### config.mk
export PLATFORM = sky130hd
export DESIGN_NAME = alu_seq
export DESIGN_NICKNAME = d
export VERILOG_FILES = /design/src/rtl/alu_seq.sv
export SDC_FILE = /design/constraint.sdc
export NUM_CORES = 1
export LEC_CHECK = 0
export CORE_ASPECT_RATIO = 1.5
export CORE_MARGIN = 2
export CORE_UTILIZATION = 60
export DETAILED_ROUTE_END_ITERATION = 6
export GPL_TIMING_DRIVEN = 0
export PLACE_DENSITY = 0.95
export SYNTH_ARGS = -nofsm -noshare
export SYNTH_HDL_FRONTEND = slang
export SYNTH_SLANG_ARGS = --single-unit
### constraint.sdc
create_clock -name clk -period 1.3 [get_ports clk]
set_input_delay 0.195 -clock clk [delete_from_list [all_inputs] [get_ports clk]]
set_output_delay 0.195 -clock clk [all_outputs]
set_load 0.005 [all_outputs]
### src/rtl/alu_seq.sv
// Sequential ALU: single-cycle logic/arith/shift/compare ops plus an optional
// iterative shift-add multiplier enabled by defining ALU_SEQ_MUL_EN.
module alu_seq #(
   parameter int WIDTH = 32,
   parameter int SHW   = 5
) (
   input  logic             clk,
   input  logic             reset,
   input  logic             start,
   input  logic [3:0]       gin,
   input  logic [WIDTH-1:0] a,
   input  logic [WIDTH-1:0] b,
   input  logic [SHW-1:0]   shamt,
   output logic [WIDTH-1:0] sum,
   output logic             busy,
   output logic             done,
   output logic             zout,
   output logic             nout,
   output logic             vout,
   output logic             cout,
   output logic             err
);

   localparam logic [3:0] OP_AND  = 4'b0000;
   localparam logic [3:0] OP_OR   = 4'b0001;
   localparam logic [3:0] OP_ADD  = 4'b0010;
   localparam logic [3:0] OP_SLL  = 4'b0011;
   localparam logic [3:0] OP_SRL  = 4'b0100;
   localparam logic [3:0] OP_SRA  = 4'b0101;
   localparam logic [3:0] OP_SUB  = 4'b0110;
   localparam logic [3:0] OP_SLT  = 4'b0111;
   localparam logic [3:0] OP_XOR  = 4'b1000;
   localparam logic [3:0] OP_NOR  = 4'b1001;
   localparam logic [3:0] OP_SLTU = 4'b1010;
   localparam logic [3:0] OP_MUL  = 4'b1011;

   logic [WIDTH-1:0] r_sum;
   logic             r_done;
   logic             r_z;
   logic             r_n;
   logic             r_v;
   logic             r_c;
   logic             r_err;

   logic [WIDTH:0]   w_add;
   logic [WIDTH:0]   w_sub;
   logic             w_add_v;
   logic             w_sub_v;
   logic [WIDTH-1:0] w_res;
   logic             w_v;
   logic             w_c;
   logic             w_err;
   logic             w_accept;
   logic             w_mul_go;

   assign w_add   = {1'b0, a} + {1'b0, b};
   assign w_sub   = {1'b0, a} + {1'b0, ~b} + {{WIDTH{1'b0}}, 1'b1};
   assign w_add_v = (a[WIDTH-1] == b[WIDTH-1]) & (w_add[WIDTH-1] != a[WIDTH-1]);
   assign w_sub_v = (a[WIDTH-1] != b[WIDTH-1]) & (w_sub[WIDTH-1] != a[WIDTH-1]);

   always_comb begin
      w_res = '0;
      w_v   = 1'b0;
      w_c   = 1'b0;
      w_err = 1'b0;
      case (gin)
         OP_AND:  w_res = a & b;
         OP_OR:   w_res = a | b;
         OP_ADD:  begin
            w_res = w_add[WIDTH-1:0];
            w_v   = w_add_v;
            w_c   = w_add[WIDTH];
         end
         OP_SLL:  w_res = b << shamt;
         OP_SRL:  w_res = b >> shamt;
         OP_SRA:  w_res = $signed(b) >>> shamt;
         OP_SUB:  begin
            w_res = w_sub[WIDTH-1:0];
            w_v   = w_sub_v;
            w_c   = w_sub[WIDTH];
         end
         // Signed less-than must account for overflow, not just the difference sign.
         OP_SLT:  w_res = {{(WIDTH-1){1'b0}}, w_sub[WIDTH-1] ^ w_sub_v};
         OP_XOR:  w_res = a ^ b;
         OP_NOR:  w_res = ~(a | b);
         OP_SLTU: w_res = {{(WIDTH-1){1'b0}}, ~w_sub[WIDTH]};
`ifdef ALU_SEQ_MUL_EN
         OP_MUL:  w_res = '0;
`endif
         default: w_err = 1'b1;
      endcase
   end

`ifdef ALU_SEQ_MUL_EN
   typedef enum logic {ST_IDLE, ST_MUL} state_t;

   state_t           r_state;
   logic [WIDTH-1:0] r_mcand;
   logic [WIDTH-1:0] r_mplier;
   logic [WIDTH-1:0] r_acc;
   logic [SHW-1:0]   r_cnt;
   logic [WIDTH-1:0] w_acc_next;

   assign w_acc_next = r_acc + (r_mplier[0] ? r_mcand : {WIDTH{1'b0}});
   assign busy       = (r_state == ST_MUL);
   assign w_mul_go   = w_accept & (gin == OP_MUL);
`else
   assign busy       = 1'b0;
   assign w_mul_go   = 1'b0;
`endif

   assign w_accept = start & ~busy;

   always_ff @(posedge clk or posedge reset) begin
      if (reset) begin
         r_sum    <= '0;
         r_done   <= 1'b0;
         r_z      <= 1'b1;
         r_n      <= 1'b0;
         r_v      <= 1'b0;
         r_c      <= 1'b0;
         r_err    <= 1'b0;
`ifdef ALU_SEQ_MUL_EN
         r_state  <= ST_IDLE;
         r_mcand  <= '0;
         r_mplier <= '0;
         r_acc    <= '0;
         r_cnt    <= '0;
`endif
      end else begin
         r_done <= 1'b0;
         if (w_accept && !w_mul_go) begin
            r_sum  <= w_res;
            r_z    <= ~|w_res;
            r_n    <= w_res[WIDTH-1];
            r_v    <= w_v;
            r_c    <= w_c;
            r_err  <= w_err;
            r_done <= 1'b1;
         end
`ifdef ALU_SEQ_MUL_EN
         case (r_state)
            ST_IDLE: begin
               if (w_mul_go) begin
                  r_state  <= ST_MUL;
                  r_mcand  <= a;
                  r_mplier <= b;
                  r_acc    <= '0;
                  r_cnt    <= '0;
               end
            end
            ST_MUL: begin
               r_acc    <= w_acc_next;
               r_mcand  <= r_mcand << 1;
               r_mplier <= r_mplier >> 1;
               r_cnt    <= r_cnt + 1'b1;
               // Last multiplier bit consumed: publish the product this edge.
               if (r_cnt == SHW'(WIDTH-1)) begin
                  r_state <= ST_IDLE;
                  r_sum   <= w_acc_next;
                  r_z     <= ~|w_acc_next;
                  r_n     <= w_acc_next[WIDTH-1];
                  r_v     <= 1'b0;
                  r_c     <= 1'b0;
                  r_err   <= 1'b0;
                  r_done  <= 1'b1;
               end
            end
            default: r_state <= ST_IDLE;
         endcase
`endif
      end
   end

   assign sum  = r_sum;
   assign done = r_done;
   assign zout = r_z;
   assign nout = r_n;
   assign vout = r_v;
   assign cout = r_c;
   assign err  = r_err;

endmodule
==> impl_metrics.toml, run 1 <==
[outcome]
status = "did not finish"
stop_stage = "global routing"
error_line = "[ERROR GRT-0116] Global routing finished with congestion. Check the congestion regions in the DRC Viewer."

[clock_network]
hold_buffers = 0
numCtsBuffers = 5
cts-root-buf = "clkbuf_16"
cts_sinks = 37
cts_max_level = 2
cts.path.max_buffers = 2

[global_routing]
grt_max_degree = 38
grt_pass1_wl_mm = 144
grt.total_usage_pct = 84.5
grt_pass1_vias = 22200
grt_overflow = 790

[floorplan]
ios = 115
start_util_pct = 60.6
dieWidth_um = 123
fp-row-count = 65
die_y_um = 182

[logic_synthesis]
synth_cells = 1739
synth.distinct_cells = 93
synth_top_cell_by_area = "ha_1"
synth_edf_count = 0
yosysSeqAreaShare_pct = 7.32
yosysTopAreaCellShare_pct = 10.2
ys_seq_elements = 37
syn_area_sq_um = 12700
synth_flop_cell = "dfrtp_1"
postSynthAreaPerCell_sq_um = 7.28
syn-num-nets = 1921
yosysMostFrequentCell = "nor2_1"
yosys-top-cells-area = "ha_1 (10%), mux4_2 (8.7%), dfrtp_1 (7.1%), mux2i_1 (6.2%), a21oi_1 (5.2%)"
yosys-top-cells-count = "nor2_1 (164), nand2_1 (137), a21oi_1 (131)"
async_reset_ff_share_pct = 100
yosysWarnings = 0

[placement]
dp_cells = 2115
portBuffers = 107
hpwl_mm = 49.1
place_congestion = 1.65
post_dp_cell_area_sq_um = 14700
[cells by family after synthesis]
family                     synth area share (%)
AOI/OAI and AO/OA                          32.2
xor gates and xnor gates                   1.38
adders and majority gates                  10.6
buffers and inverters                      9.83
DFF                                        7.32
muxes                                      17.5
other                                    0.0296
and+or+nand+nor                            21.1
[per-stage QoR]
step	worst slack (ns)	TNS, ns
4_1_cts	-3.15	-47.19
3_5_place_dp	-4.62	-106.87
3_3_place_gp	-4.57	-101.71
2_1_floorplan	-2.76	-40.40
[per-layer routing]
layer | GRT overflow | track usage [%]
met5 | 4 | 44.9
met4 | 221 | 86.8
met3 | 20 | 69.2
met2 | 526 | 103
met1 | 19 | 80.4
[what timing repair did]
item	in CTS
pin swaps	128
resized for setup	716
buffers inserted	113
cloned	1
endpoints found under the setup margin	109
==> run 2: changes to the inputs <==
==> config.mk (replaced) <==
export PLATFORM = sky130hd
export DESIGN_NAME = alu_seq
export DESIGN_NICKNAME = d
export VERILOG_FILES = /design/src/rtl/alu_seq.sv
export SDC_FILE = /design/constraint.sdc
export NUM_CORES = 1
export LEC_CHECK = 0
export CORE_MARGIN = 2
export CORE_UTILIZATION = 40
export DETAILED_ROUTE_END_ITERATION = 6
export GPL_TIMING_DRIVEN = 0
export PLACE_DENSITY_LB_ADDON = 0.15
export SYNTH_ARGS = -nofsm -noshare
export SYNTH_HDL_FRONTEND = slang
export SYNTH_SLANG_ARGS = --single-unit
==> impl_metrics.toml, run 2 <==
[outcome]
status = "finished, violations left"
violations = "design-rule violations, negative setup slack"

[logic_synthesis]
syn-num-nets = 1921
synth_cells = 1739
yosysSeqAreaShare_pct = 7.32
yosys-top-cells-area = "ha_1 (10%), mux4_2 (8.7%), dfrtp_1 (7.1%), mux2i_1 (6.2%), a21oi_1 (5.2%)"
yosys-top-cells-count = "nor2_1 (164), nand2_1 (137), a21oi_1 (131)"
yosysTopAreaCellShare_pct = 10.2
synth_top_cell_by_area = "ha_1"
postSynthAreaPerCell_sq_um = 7.28
synth_flop_cell = "dfrtp_1"
synth_edf_count = 0
async_reset_ff_share_pct = 100
syn_area_sq_um = 12700
yosysWarnings = 0
ys_seq_elements = 37
synth.distinct_cells = 93
yosysMostFrequentCell = "nor2_1"

[cells_and_area]
nFillCells = 2538
nets = 2289
layout.area.seq_sq_um = 927
multi_input_area_sq_um = 13300
layout_commonest_cell = "buf_4"
final_cell_mix = "buf_4 (219), nor2_1 (136), nand2_1 (121)"
largest_reg_flops = 32
drive_gt1_share_pct = 45.8
final_area_sq_um = 20600
syn2layout_area_growth_pct = 62.9

[sta]
fmax_ghz = 0.222
fin_skew_ns = 0
slew_headroom_pct = 41.7
setup_tns_ns = -52.84
worst_slew_pin_slew_ns = 0.875
setup_viol = 36
fin_ws_ns = -3.20
slew_viol_final = 0
timing.final.crit_share_pct = 346
rsz0062_at_grt = "yes"
finalCriticalPeriod_ns = 4.50
finalHoldViolCount = 0
holdWs_ns = 0.288

[pwr]
p_leak_nw = 8.50
powerDensity_nw_per_um2 = 612
finalPower_w = 0.0126
vdd_drop_max_mv = 0.755

[floorplan]
die_y_um = 182
fp-row-count = 65
start_util_pct = 40.3
core_sq_um = 31400
ios = 115
dieWidth_um = 182
die-area_sq_um = 33100

[clock_network]
cts_max_level = 2
cts-root-buf = "clkbuf_16"
clk_pin_slew_ns = 0.06
cts_sinks = 37
hold_buffers = 0
numCtsBuffers = 5
tritoncts = "yes"
cts.path.max_buffers = 2
clk_latency_ns = 0.29

[worst_setup_path]
cp-start-kind = "input pin"
endpoint = "zout$_DFFE_PP1P_"
cp.required_ns = 1.50
r2r_start = "sum[19]$_DFFE_PP0P_"
r2r_end = "sum[19]$_DFFE_PP0P_"
worstSetupStartpoint = "a[2]"
path_depth = 23
path_max_fanout = 3
crit_type = "input pin to flip-flop"
rrSetupSlack_ns = 0.34
cp_top_family = "compound AO/OA/AOI/OAI gates"
r2r.worst_path.cells = 3
crit_path_end_kind = "flip-flop"
critPathMaxStageDelay_ns = 0.50
cp.arrival_ns = 4.69
path_cells = "buf_6, inv_2, ha_4, buf_6, a221oi_4, o311a_4, o211a_4, o21ai_4, a21boi_4, o311a_4, a311oi_4, nor2_1, nor2_1, o21bai_1, fa_2, a31oi_4, o21ai_2, a21oi_2, o211a_1, o211ai_1, nor4_2, nand4_1, o41ai_2"
cp_slowest_cell = "fa_2"
cp.buffers_inverters = 3

[job]
max_cap_violations = 0

[min_path]
hp-class = "input pin to flip-flop"

[routing]
wl_per_cell_um = 34.8
drcViolationCount = 6
ant_nets = 0
post_drt_via_cell_ratio = 7.40
wl_mm = 87.3
dr_total_vias = 18600
drt_iter0_drc = 3380
drtPass1Iterations = 7

[global_routing]
antenna_found_initial = 2
grt_pass1_vias = 17300
grt_max_degree = 38
grt_pass1_wl_mm = 119
grt.total_usage_pct = 49.3
grt_overflow = 0

[placement]
post-place-ws_ns = -5.23
place_congestion = 1.10
post_dp_cell_area_sq_um = 14900
hpwl_mm = 63.4
portBuffers = 107
run 2: cell counts after synthesis:
Identical to the previous run, type by type.
run 2: how the worst min path moves through the flow:
stage	start	end	cells past startpoint
final	start	done$_DFF_PP0_	1
after global routing	start	done$_DFF_PP0_	1
after CTS	reset	err$_DFFE_PP0P_	2
after detailed placement	sum[1]$_DFFE_PP0P_	sum[1]$_DFFE_PP0P_	1
after global placement	sum[1]$_DFFE_PP0P_	sum[1]$_DFFE_PP0P_	1
after floorplan	start	done$_DFF_PP0_	0
run 2: worst register-to-register path: stages (launching register included):
cell	delay (ns)
dfrtp_1	0.38
buf_4	0.13
nor2b_1	0.12
a31o_2	0.23
run 2: per-layer routing:
| layer | vias to the layer above | track usage (%) | part of all wire [%] |
|---|---|---|---|
| met5 | - | 0 | 0.026 |
| li1 | 7313 | - | - |
| met2 | 1897 | 76.9 | 41 |
| met3 | 628 | 9.93 | 12 |
| met4 | 4 | 37.7 | 11 |
| met1 | 8743 | 59.9 | 36 |
run 2: cells by family after synthesis:
logic type / count (synthesis) / share of synthesized area, %
adders and majority gates: 106 / 10.6
muxes: 155 / 17.5
and+or+nand+nor: 548 / 21.1
DFF: 37 / 7.32
AOI/OAI and AO/OA: 590 / 32.2
buffers and inverters: 282 / 9.83
other: 1 / 0.0296
xor gates and xnor gates: 20 / 1.38
run 2: report_power, final:
part           switching (W)  internal (W)
Sequential         0.0000694       0.00130
Clock               0.000496      0.000957
Combinational        0.00559       0.00422
Total                0.00615       0.00647
run 2: cell type report:
type                    instances  share of cell area (%)
diodes                          1                  0.0121
plain buffers                 152                    8.65
clock buffers                   6                   0.673
clock inverters                 2                   0.182
inverters                     122                    2.69
multi-input cells            1420                    64.4
flip-flops and latches         37                    4.49
well taps                     402                    2.44
repair buffers                369                    16.5
run 2: timing repair:
item | in CTS | in global routing
gates resized for setup | 912 | 272
buffers inserted | 148 | 119
pin swaps | 134 | 130
gates cloned | 1 | 2
setup endpoints to repair | 110 | 36
run 2: through the flow:
step / std cells / utilization [%]
final: 2511 / 65.7
after global routing: 2510 / 65.7
after CTS: 2400 / 59.9
after detailed placement: 2249 / 47.5
after global placement: 2248 / 47.4
after floorplan: 1739 / -
No activity file was read; power rests on OpenSTA's default activity.
==> run 3: changes to the inputs <==
--- a/config.mk
+++ b/config.mk
@@ -5,9 +5,10 @@
 export SDC_FILE = /design/constraint.sdc
 export NUM_CORES = 1
 export LEC_CHECK = 0
-export CORE_MARGIN = 2
+export CORE_MARGIN = 4
 export CORE_UTILIZATION = 40
 export DETAILED_ROUTE_END_ITERATION = 6
+export DONT_BUFFER_PORTS = 1
 export GPL_TIMING_DRIVEN = 0
 export PLACE_DENSITY_LB_ADDON = 0.15
 export SYNTH_ARGS = -nofsm -noshare
==> impl_metrics.toml, run 3 (same netlist as run 2, synthesis figures left out) <==
[outcome]
status = "finished, violations left"
violations = "negative setup slack"

[clock_network]
cts_max_level = 2
clk_latency_ns = 0.28
clk_pin_slew_ns = 0.06
numCtsBuffers = 5
tritoncts = "yes"
cts_sinks = 37
cts.path.max_buffers = 2
cts-root-buf = "clkbuf_16"

[pwr]
p_leak_nw = 6.85
vdd_drop_max_mv = 0.680
powerDensity_nw_per_um2 = 621

[routing]
drt_iter0_drc = 2411
ant_nets = 0
dr_total_vias = 16800
wl_per_cell_um = 35.7
drcViolationCount = 0
post_drt_via_cell_ratio = 7.41
drtPass1Iterations = 6
wl_mm = 80.7

[job]
max_cap_violations = 0

[worst_setup_path]
cp-start-kind = "input pin"
cp_slowest_cell = "fa_2"
cp.arrival_ns = 4.77
crit_path_end_kind = "flip-flop"
worstSetupStartpoint = "b[8]"
critPathMaxStageDelay_ns = 0.47
path_max_fanout = 10
cp.required_ns = 1.49
cp.buffers_inverters = 3
crit_type = "input pin to flip-flop"
cp_top_family = "compound AO/OA/AOI/OAI gates"
r2r_start = "sum[31]$_DFFE_PP0P_"
path_cells = "inv_1, ha_2, clkinv_2, a21oi_1, o31a_1, inv_1, o21ai_4, a21boi_4, o311a_4, a311oi_4, nor2_1, nor2_1, o21bai_1, fa_2, a31oi_4, o21ai_1, a21oi_1, o211a_1, o211ai_1, nor4_2, nand4_1, o41ai_2"

[global_routing]
grt_pass1_wl_mm = 112
grt_overflow = 0
grt_pass1_vias = 15500
grt_max_degree = 38
antenna_found_initial = 2
grt.total_usage_pct = 44.1

[cells_and_area]
nFillCells = 2875
diodes = 0
largest_reg_flops = 32
multi_input_area_sq_um = 12600
final_cell_mix = "nor2_1 (139), nand2_1 (122), buf_4 (121)"
layout.area.seq_sq_um = 927
drive_gt1_share_pct = 36.4
nets = 2049
layout_commonest_cell = "nor2_1"
syn2layout_area_growth_pct = 36.8

[sta]
rsz0062_at_grt = "yes"
slew_viol_final = 0
fmax_ghz = 0.218
setup_viol = 36
fin_ws_ns = -3.28
setup_tns_ns = -50.19
finalCriticalPeriod_ns = 4.58
fin_skew_ns = 0
finalHoldViolCount = 0
slew_headroom_pct = 45.8
worst_slew_pin_slew_ns = 0.809
timing.final.crit_share_pct = 352
holdWs_ns = 0.0899

[floorplan]
fp-row-count = 64
die_y_um = 186
start_util_pct = 41.0
die-area_sq_um = 34600
dieWidth_um = 186
core_sq_um = 30900
ios = 115

[min_path]
hp-class = "input pin to flip-flop"
holdCritStartpoint = "start"

[placement]
hpwl_mm = 63.1
place_congestion = 1.12
portBuffers = 0
## run 3: cell type report
class | count | area share (%)
inverters | 122 | 2.88
clock buffers | 6 | 0.801
multi-input cells | 1420 | 72.5
clock inverters | 2 | 0.217
flip-flops and latches | 37 | 5.35
plain buffers | 157 | 9.28
repair buffers | 124 | 6.14
well taps | 396 | 2.86
## run 3: power breakdown
part	internal, W	switching [W]	total [W]
clock network	0.000957	0.000479	0.00144
logic	0.00316	0.00475	0.00791
registers	0.00130	0.000114	0.00141
## run 3: path summary, 6_finish.rpt
path / depth (start not counted) / endpoint / slack [ns]
max: 22 / zout$_DFFE_PP1P_ / -3.28
min: 2 / sum[27]$_DFFE_PP0P_ / 0.09
max reg2reg: 2 / sum[31]$_DFFE_PP0P_ / 0.41
min reg2reg: 1 / sum[1]$_DFFE_PP0P_ / 0.52
max in group asynchronous: 2 / sum[18]$_DFFE_PP0P_ / 0.33
min in group asynchronous: 2 / sum[3]$_DFFE_PP0P_ / 0.50
## run 3: routing by layer
| layer | GRT usage (%) | part of all wire, % | vias up |
|---|---|---|---|
| li1 | - | - | 6811 |
| met1 | 56.0 | 37 | 8086 |
| met2 | 69.2 | 43 | 1435 |
| met3 | 8.23 | 11 | 436 |
| met4 | 27.2 | 9.1 | 2 |
| met5 | 0 | 0.017 | - |
## run 3: metrics by stage
stage	cell area (sq um)	utilization [%]	cells	setup slack [ns]	total power [W]
final	17300	56.1	2264	-3.28	0.0108
after global routing	17300	56.1	2264	-3.32	0.0111
after CTS	15800	51.1	2189	-3.29	0.00965
after detailed placement	13800	44.7	2136	-4.28	0.00727
after global placement	13800	44.7	2135	-4.28	0.00728
after floorplan	13300	-	1739	-2.76	0.00534
## run 3: repair_timing
action / CTS / global route
pin swaps: 75 / 81
cloned: 0 / 1
setup buffers: 46 / 76
endpoints found under the hold margin: 1 / 36
hold buffers: 1 / 1
endpoints found under the setup margin: 36 / 36
resized for setup: 354 / 219
==> run 4: changes to the inputs <==
--- a/config.mk
+++ b/config.mk
@@ -7,6 +7,7 @@
 export LEC_CHECK = 0
 export CORE_MARGIN = 4
 export CORE_UTILIZATION = 40
+export CTS_CLUSTER_DIAMETER = 80
 export DETAILED_ROUTE_END_ITERATION = 6
 export DONT_BUFFER_PORTS = 1
 export GPL_TIMING_DRIVEN = 0
==> results of run 4 <==
No change in the layout: final DEF, timing and power equal those of run 3.
==> patch, RTL diff (flow settings as in run 4) <==
Change the parameter `SHW` from 5 to 4.
--- a/src/rtl/alu_seq.sv
+++ b/src/rtl/alu_seq.sv
@@ -2,7 +2,7 @@
 // iterative shift-add multiplier enabled by defining ALU_SEQ_MUL_EN.
 module alu_seq #(
    parameter int WIDTH = 32,
-   parameter int SHW   = 5
+   parameter int SHW   = 4
 ) (
    input  logic             clk,
    input  logic             reset,
Ports: changed (resized shamt); port bits go from 115 to 114. No check against the original RTL was run, so the function may have changed too.
==> patch against run 4 <==
The flow still finishes with violations (setup timing). Die area fell by 15%. Area after synthesis fell by 15%. Routed wire length fell by 30%. Sequential cell count did not move. Worst setup slack improved by 670 ps. First-iteration DRC count fell by 52%. Total power fell by 20%. Largest cell class unchanged. Critical path depth fell by 2. Core utilization fell by 2.2 points. Final area fell by 19%.
==> patch: results <==
[synth]
yosysWarningCount = 0
yosys-top-cells-count = "nor2_1, nand2_1, a21oi_1, ha_1, inv_1"
avgSynthCellArea_um2 = 7.24
synthArstFlopShare = 1.00
synth_edf_count = 0
syn_nets = 1662
synth_flop_cell = "dfrtp_1"
synth.distinct_cells = 91
synthTopCellsByArea = "ha_1, dfrtp_1, mux2i_1"
synth_seq_area_share = 0.0865

[timing]
tightestPinTransition_ps = 811
setup_ws_ps = -2610
fin_hold_ws_ps = 174
finalSetupViolCount = 35
fin_worst_skew_ps = 0
tns_ps = -45730

[place]
placed_area_um2 = 11900
gp_congestion = 1.04
dp_hpwl_um = 44600
portBuffers = 0

[routing]
wl_per_cell_um = 29.5
drtIter0Drc = 1166
vias = 13200
dr.pass1.iters = 6

[clock_tree]
clock_latency_ps = 280
path_clk_slew_ps = 60
htree_levels = 2
cts_buffer_depth = 2
cts-root-buf = "clkbuf_16"

[finish]
drive_above_1_share = 0.292
fillers = 2504
largest_reg_flops = 32
antenna_cells = 0
final_nets = 1752
fin_cells = 1907

[outcome]
status = "complete, but fails checks"
violations = "setup timing"

[global_routing]
grt_antenna_before_repair = 0
track_usage = 0.368
grt_max_degree = 38
grt_pass1_wl_um = 82600

[power_and_ir_drop]
p_leak_nw = 5.67
peakVddDrop_mv = 0.428

[worst_setup_path]
r2r_slack_ps = 530
crit_fanout = 8
critPathArrivalTime_ps = 4140
## patch: changes by cell type after synthesis, sizes merged, moves of 18 or more
cell / run 4 / this run
a21oi: 131 / 113
buf: 71 / 49
clkbuf: 89 / 68
inv: 120 / 102
mux4: 49 / 26
nor2b: 32 / 11
o2bb2ai: 1 / 24
## patch: power by group
part           internal [mW]  switching [mW]
Sequential              1.30           0.129
Combinational           2.49            3.50
Clock                  0.703           0.452
Total                   4.48            4.08
## patch: through the flow
| stage | setup slack (ps) | utilization |
|---|---|---|
| 3_5_place_dp | -3440 | 0.453 |
| 5_1_grt | -2740 | 0.539 |
| 4_1_cts | -2560 | 0.525 |
| 6_report | -2610 | 0.539 |
| 3_3_place_gp | -3430 | 0.453 |
| 2_1_floorplan | -2310 | - |
## patch: final cells by class
cell class,count,area (um^2),area share
sequential,37,927,0.0657
clock inverter,2,10.0,0.000709
tap,335,419,0.0297
buffer,112,1020,0.0726
multi-input combinational,1225,10300,0.733
timing repair buffer,88,816,0.0578
clock buffer,6,129,0.00913
inverter,102,447,0.0316
## patch: what timing repair did
action | CTS | global route
gates resized for setup | 251 | 69
cloned | 1 | 0
setup endpoints to repair | 36 | 36
setup buffers | 78 | 11
hold endpoints to repair | 1 | 36
hold buffers | 1 | 1
pin swaps | 72 | 33
## patch: routing by layer
layer | up-vias | track usage | wire length, um
met5 | - | 0 | 0
met4 | 0 | 0.153 | 2810
met3 | 160 | 0.0667 | 5750
met2 | 865 | 0.596 | 25100
met1 | 6411 | 0.484 | 22600
li1 | 5737 | - | -
## patch: critical path, cell delays in order
cell	delay [ps]
clkinvlp_4	100
ha_4	240
nor2_4	120
o311ai_4	170
a211oi_4	390
o21ai_4	120
o211ai_1	300
a311o_1	280
nand2_2	70
a21oi_2	170
nor2_1	60
o21bai_1	170
fa_2	490
a22oi_2	210
nand4_1	170
nor2_4	170
o21ai_2	80
nand3b_1	190
and4bb_1	270
a32o_2	160
## patch: logic make-up after synthesis
group | Yosys count | synth area share
AOI/OAI and AO/OA | 527 | 0.339
xor gates and xnor gates | 26 | 0.0212
adders and majority gates | 106 | 0.126
buffers and inverters | 219 | 0.0854
DFF | 37 | 0.0865
muxes | 122 | 0.147
other | 1 | 0.000350
and+or+nand+nor | 443 | 0.195
## patch: final timing paths
check | endpoint | from | cells after the start
worst min-delay path | vout$_DFFE_PP0P_ | a[31] | 3
worst max-delay path | zout$_DFFE_PP1P_ | b[1] | 20
worst min register to register | sum[17]$_DFFE_PP0P_ | sum[17]$_DFFE_PP0P_ | 1
worst max register to register | vout$_DFFE_PP0P_ | vout$_DFFE_PP0P_ | 1
min in group asynchronous | sum[1]$_DFFE_PP0P_ | reset | 2
max in group asynchronous | sum[26]$_DFFE_PP0P_ | reset | 2
